===== config.mk =====
export PLATFORM = sky130hd
export DESIGN_NAME = ysyx_23060332_ctrl
export DESIGN_NICKNAME = d
export VERILOG_FILES = /design/src/rtl/ysyx_23060332_ctrl.sv
export SDC_FILE = /design/constraint.sdc
export NUM_CORES = 1
export LEC_CHECK = 0
export ABC_AREA = 0
export CAP_MARGIN = 0
export CORE_MARGIN = 3
export CORE_UTILIZATION = 50
export DETAILED_ROUTE_END_ITERATION = 6
export DONT_BUFFER_PORTS = 1
export HOLD_SLACK_MARGIN = 0.12
export PLACE_DENSITY = 0.68
export SLEW_MARGIN = 20
export SYNTH_ARGS = -nofsm -noshare
export SYNTH_HDL_FRONTEND = slang
export SYNTH_SLANG_ARGS = --single-unit

===== constraint.sdc =====
create_clock -name clk -period 2.1 [get_ports clk]
set_clock_uncertainty 0.1 [all_clocks]
set_input_delay 0.21 -clock clk [delete_from_list [all_inputs] [get_ports clk]]
set_output_delay 0.21 -clock clk [all_outputs]
set_load 0.05 [all_outputs]

===== src/rtl/ysyx_23060332_ctrl.sv =====
// Multi-cycle instruction sequencer for the NPC core: owns pc, the instruction
// register and the retired counter, and walks FETCH -> EXEC -> [MEM] -> WB.
module ysyx_23060332_ctrl #(
  parameter logic [31:0] RESET_PC      = 32'h8000_0000,
  parameter int unsigned FETCH_TIMEOUT = 255
) (
  input  logic        clk,
  input  logic        rst_n,
  output logic        ifu_req,
  output logic [31:0] ifu_addr,
  input  logic        ifu_rvalid,
  input  logic [31:0] ifu_rdata,
  output logic [31:0] inst_o,
  output logic [31:0] inst_addr,
  input  logic        reg_wen_dec,
  output logic        reg_wen_o,
  input  logic        jump_flag,
  input  logic [31:0] jump_addr,
  output logic        lsu_req,
  input  logic        lsu_ready,
  output logic [31:0] instret,
  output logic        halt,
  output logic        err
);

  typedef enum logic [2:0] {
    S_IDLE,
    S_FETCH,
    S_EXEC,
    S_MEM,
    S_WB,
    S_HALT
  } state_t;

  localparam logic [31:0] INST_NOP   = 32'h0000_0013;
  localparam logic [31:0] INST_EBRK  = 32'h0010_0073;
  localparam logic [6:0]  OP_LOAD    = 7'b0000011;
  localparam logic [6:0]  OP_STORE   = 7'b0100011;
  localparam logic [15:0] TCNT_LAST  = 16'(FETCH_TIMEOUT - 1);

  state_t      state_q, state_d;
  logic [31:0] pc_q, pc_d;
  logic [31:0] inst_q, inst_d;
  logic [31:0] instret_q, instret_d;
  logic [15:0] tcnt_q, tcnt_d;
  logic        halt_q, halt_d;
  logic        err_q, err_d;
  logic        ifu_req_q, ifu_req_d;
  logic        lsu_req_q, lsu_req_d;

  logic        misaligned;
  logic        is_mem;

  assign misaligned = jump_flag && (jump_addr[1:0] != 2'b00);
  assign is_mem     = (inst_q[6:0] == OP_LOAD) || (inst_q[6:0] == OP_STORE);

  always_comb begin
    state_d   = state_q;
    pc_d      = pc_q;
    inst_d    = inst_q;
    instret_d = instret_q;
    tcnt_d    = tcnt_q;
    halt_d    = halt_q;
    err_d     = err_q;
    case (state_q)
      S_IDLE: begin
        state_d = S_FETCH;
        tcnt_d  = 16'd0;
      end
      S_FETCH: begin
        if (ifu_rvalid) begin
          inst_d  = ifu_rdata;
          state_d = S_EXEC;
        end else if (tcnt_q == TCNT_LAST) begin
          state_d = S_HALT;
          halt_d  = 1'b1;
          err_d   = 1'b1;
        end else begin
          tcnt_d = tcnt_q + 16'd1;
        end
      end
      S_EXEC: begin
        if (inst_q == INST_EBRK) begin
          state_d   = S_HALT;
          halt_d    = 1'b1;
          err_d     = 1'b0;
          instret_d = instret_q + 32'd1;
        end else if (is_mem) begin
          state_d = S_MEM;
        end else begin
          state_d = S_WB;
        end
      end
      S_MEM: begin
        if (lsu_ready) begin
          state_d = S_WB;
        end
      end
      S_WB: begin
        // A misaligned target aborts the instruction: no pc update, no retire.
        if (misaligned) begin
          state_d = S_HALT;
          halt_d  = 1'b1;
          err_d   = 1'b1;
        end else begin
          pc_d      = jump_flag ? jump_addr : pc_q + 32'd4;
          instret_d = instret_q + 32'd1;
          state_d   = S_FETCH;
          tcnt_d    = 16'd0;
        end
      end
      S_HALT: begin
        state_d = S_HALT;
      end
      default: begin
        state_d = S_IDLE;
      end
    endcase
  end

  // Request strobes are registered from the next state so they track the state register.
  assign ifu_req_d = (state_d == S_FETCH);
  assign lsu_req_d = (state_d == S_MEM);

  always_ff @(posedge clk or negedge rst_n) begin
    if (!rst_n) begin
      state_q   <= S_IDLE;
      pc_q      <= RESET_PC;
      inst_q    <= INST_NOP;
      instret_q <= 32'd0;
      tcnt_q    <= 16'd0;
      halt_q    <= 1'b0;
      err_q     <= 1'b0;
      ifu_req_q <= 1'b0;
      lsu_req_q <= 1'b0;
    end else begin
      state_q   <= state_d;
      pc_q      <= pc_d;
      inst_q    <= inst_d;
      instret_q <= instret_d;
      tcnt_q    <= tcnt_d;
      halt_q    <= halt_d;
      err_q     <= err_d;
      ifu_req_q <= ifu_req_d;
      lsu_req_q <= lsu_req_d;
    end
  end

  assign ifu_req   = ifu_req_q;
  assign ifu_addr  = pc_q;
  assign inst_o    = inst_q;
  assign inst_addr = pc_q;
  assign lsu_req   = lsu_req_q;
  assign reg_wen_o = (state_q == S_WB) && reg_wen_dec && !misaligned;
  assign instret   = instret_q;
  assign halt      = halt_q;
  assign err       = err_q;

endmodule

==> flow_summary.ini <==
[run_status]
status = complete, but fails checks
violations = hold timing, setup timing

[timing]
worstMarginPinSlew_ns = 0.618
whs_ns = -0.618
drv_slew = 0
relSlewSlack_pct = 58.8
layout_setup_ws_ns = -0.227
fin_crit_ns = 2.33
fin_crit_sh_pct = 111
setup_viol_count_final = 52
max_freq_ghz = 0.430
rsz0062_at_grt = true
finalHoldViolCount = 119
setup_tns_ns = -5.51

[job]
drv_cap = 0

[critical_path]
cp_slowest_cell = dfstp_2
r2r_slack_ns = -0.23
cp_data_required_time_ns = 2.34
r2r-start = inst_o[4]
slowest_delay_ns = 0.53
critPathTopFamily = simple AND/OR/NAND/NOR gates
cp_data_arrival_time_ns = 2.56
path_buf_inv = 2
critPathMaxFanout = 7
worstSetupStartpointType = flop
rr_worst_depth = 7
crit_chain = nor4bb_1 -> nand4_1 -> buf_4 -> o31a_4 -> buf_12 -> nor4_4 -> xnor2_1
worstReg2RegEnd = instret[18]
critPathCaptureType = flop
setup.worst_path.class = flop to flop

[floorplanning]
die_w_um = 121
dieArea_um2 = 14700
core_area_um2 = 12800
start_util_pct = 51.8
io_pins = 203
die_h_um = 121
rows = 41

[yosys]
synth_top_cell_area_share_pct = 43.3
yosys_warnings = 0
synth_nets = 755
synth_top_flop_cell = dfrtp_1
ys_types = 63
synthCells = 681
ys_ff_latch = 119
synth-seq-area-share_pct = 44.9
ys_top_cells_by_area = dfrtp_1 43%, mux2_2 6.3%, buf_4 3.7%
synth_commonest_cells = 115 x dfrtp_1, 45 x nand2_1, 37 x mux2_2
syn_area_um2 = 6640
yosysMostFrequentCell = dfrtp_1
yosys.area.top_type = dfrtp_1
synth-edff-count = 0
async_reset_ff_share_pct = 100
avgSynthCellArea_um2 = 9.75

[detailed_routing]
vias_per_cell = 6.25
dr.pass1.iters = 5
wl_met3_um = 1930
routedWlPerCell_um = 22.0
ant_nets = 0
routed_wl_um = 23400
wl_met2_um = 11900
drc = 0
top_layer_used = met4
vias = 6641
wl_met1_um = 8860
drt_iter0_drc = 640

[power]
leakage_nw = 4.24
p_per_area_nw_per_um2 = 1340
peakVddDrop_mv = 1.38
power_frac_comb_pct = 49.6
finalPower_w = 0.0136
switching_share_pct = 44.7
p_seq_share_pct = 25.3
p_sw_w = 0.00608
p_clk_share_pct = 25.1
p_int_w = 0.00752

[placed_design]
dp_hpwl_um = 14000
io_buffer_count = 0
place.gp.congestion = 0.910
place_ws_ns = -0.199
place_area_um2 = 8030
placedCellCount = 933

[grt]
grt_first_pass_wirelength_um = 35400
antenna_found_initial = 0
track_usage_pct = 30.7
globalRouteOverflowTotal = 0
grt_pass1_vias = 6735
grt_max_degree = 120

[clock_network]
cts_tree = yes
h-tree-depth = 4
clock-sinks = 119
clock_latency_ns = 0.42
cts_buffers = 17
clk_pin_slew_worst_paths_ns = 0.06
clockRootBuffer = clkbuf_16
clockBufferDepth = 2

[cells_and_area]
insertedDiodeCount = 0
drive_above_1_share_pct = 44.2
fin_area_um2 = 10200
multi_input_area_um2 = 3960
nNetsFinal = 952
fillers = 785
seq_area_um2 = 3030
area_delta_synth_final_pct = 53.1
final_cell_count_no_fill = 1063

[min_path]
min_path_type = input pin to asynchronous set/reset pin
## cells in the final DEF (no fill, tap or decap), drive strengths merged, types with 14 or more instances in the layout
cell         instances
dfrtp              115
buf                181
a21oi               35
nand3               28
and3                16
dlygate4sd3         67
o22ai               21
mux2                37
or4                 21
nand2               45
nand4               23
o31ai               14
clkbuf              20
nor3                30
nor2                32
nor4                29
xor2                28
inv                 18
## power by group through the flow
stage / Sequential, W / Clock, W / Combinational [W]
finish: 0.00344 / 0.00341 / 0.00675
global route: 0.00350 / 0.00355 / 0.00703
CTS: 0.00339 / 0.00343 / 0.00630
detailed placement: 0.00341 / 0 / 0.00581
global placement: 0.00338 / 0 / 0.00570
floorplan: 0.00527 / 0 / 0.00249
## sequential cells by signal, indices dropped and copies added, names as in the netlist
name      count
tcnt_q       16
ifu_req       1
state_q       3
halt          1
inst_o       32
ifu_addr     32
lsu_req       1
instret      32
err           1
## per-stage QoR
step	hold slack, ns	utilization [%]
2_1_floorplan	-0.186	-
3_3_place_gp	-0.183	62.6
3_5_place_dp	-0.182	62.6
4_1_cts	-0.633	76.0
5_1_grt	-0.643	79.2
6_report	-0.618	79.2
## worst reg2reg max path: stages (launching register included)
cell      delay, ns
dfstp_2        0.53
nor4bb_1       0.22
nand4_1        0.13
buf_4          0.19
o31a_4         0.42
buf_12         0.19
nor4_4         0.30
xnor2_1        0.16
## cell type report
class	count	area share, %
Timing Repair Buffer	248	21.7
Inverter	17	0.628
Clock inverter	12	2.17
Clock buffer	20	4.59
Tap cell	172	2.12
Sequential cell	119	29.9
Multi-Input combinational cell	475	38.9
## what timing repair did
action | 4_1_cts | 5_1_grt
hold endpoints to repair | 185 | 121
cloned | 4 | 1
endpoints found under the setup margin | 58 | 60
hold buffers | 67 | 1
setup buffers | 11 | 16
gates resized for setup | 49 | 59
pin swaps | 29 | 45
## per-layer routing
metal	vias to the layer above	GRT usage, %
li1	2935	-
met1	3273	37.0
met2	360	51.4
met3	73	9.28
met4	0	12.8
met5	-	0
## logic make-up after synthesis
group	after synthesis	share of synthesized area [%]
and+or+nand+nor	262	22.2
AOI/OAI and AO/OA	128	12.7
muxes	49	8.09
xor gates and xnor gates	31	4.09
adders and majority gates	4	0.754
DFF	119	44.9
buffers and inverters	88	7.20
## how the worst max path moves through the flow
stage                     startpoint     endpoint  cells past startpoint
after detailed placement  state_q[2]   tcnt_q[14]                      8
final                      inst_o[4]  instret[18]                      7
after CTS                 state_q[2]    tcnt_q[6]                      7
after floorplan           state_q[0]   tcnt_q[14]                      8
after global placement    state_q[2]    tcnt_q[4]                      8
after global routing       inst_o[1]  instret[18]                      7
No activity file was read; power rests on OpenSTA's default activity.
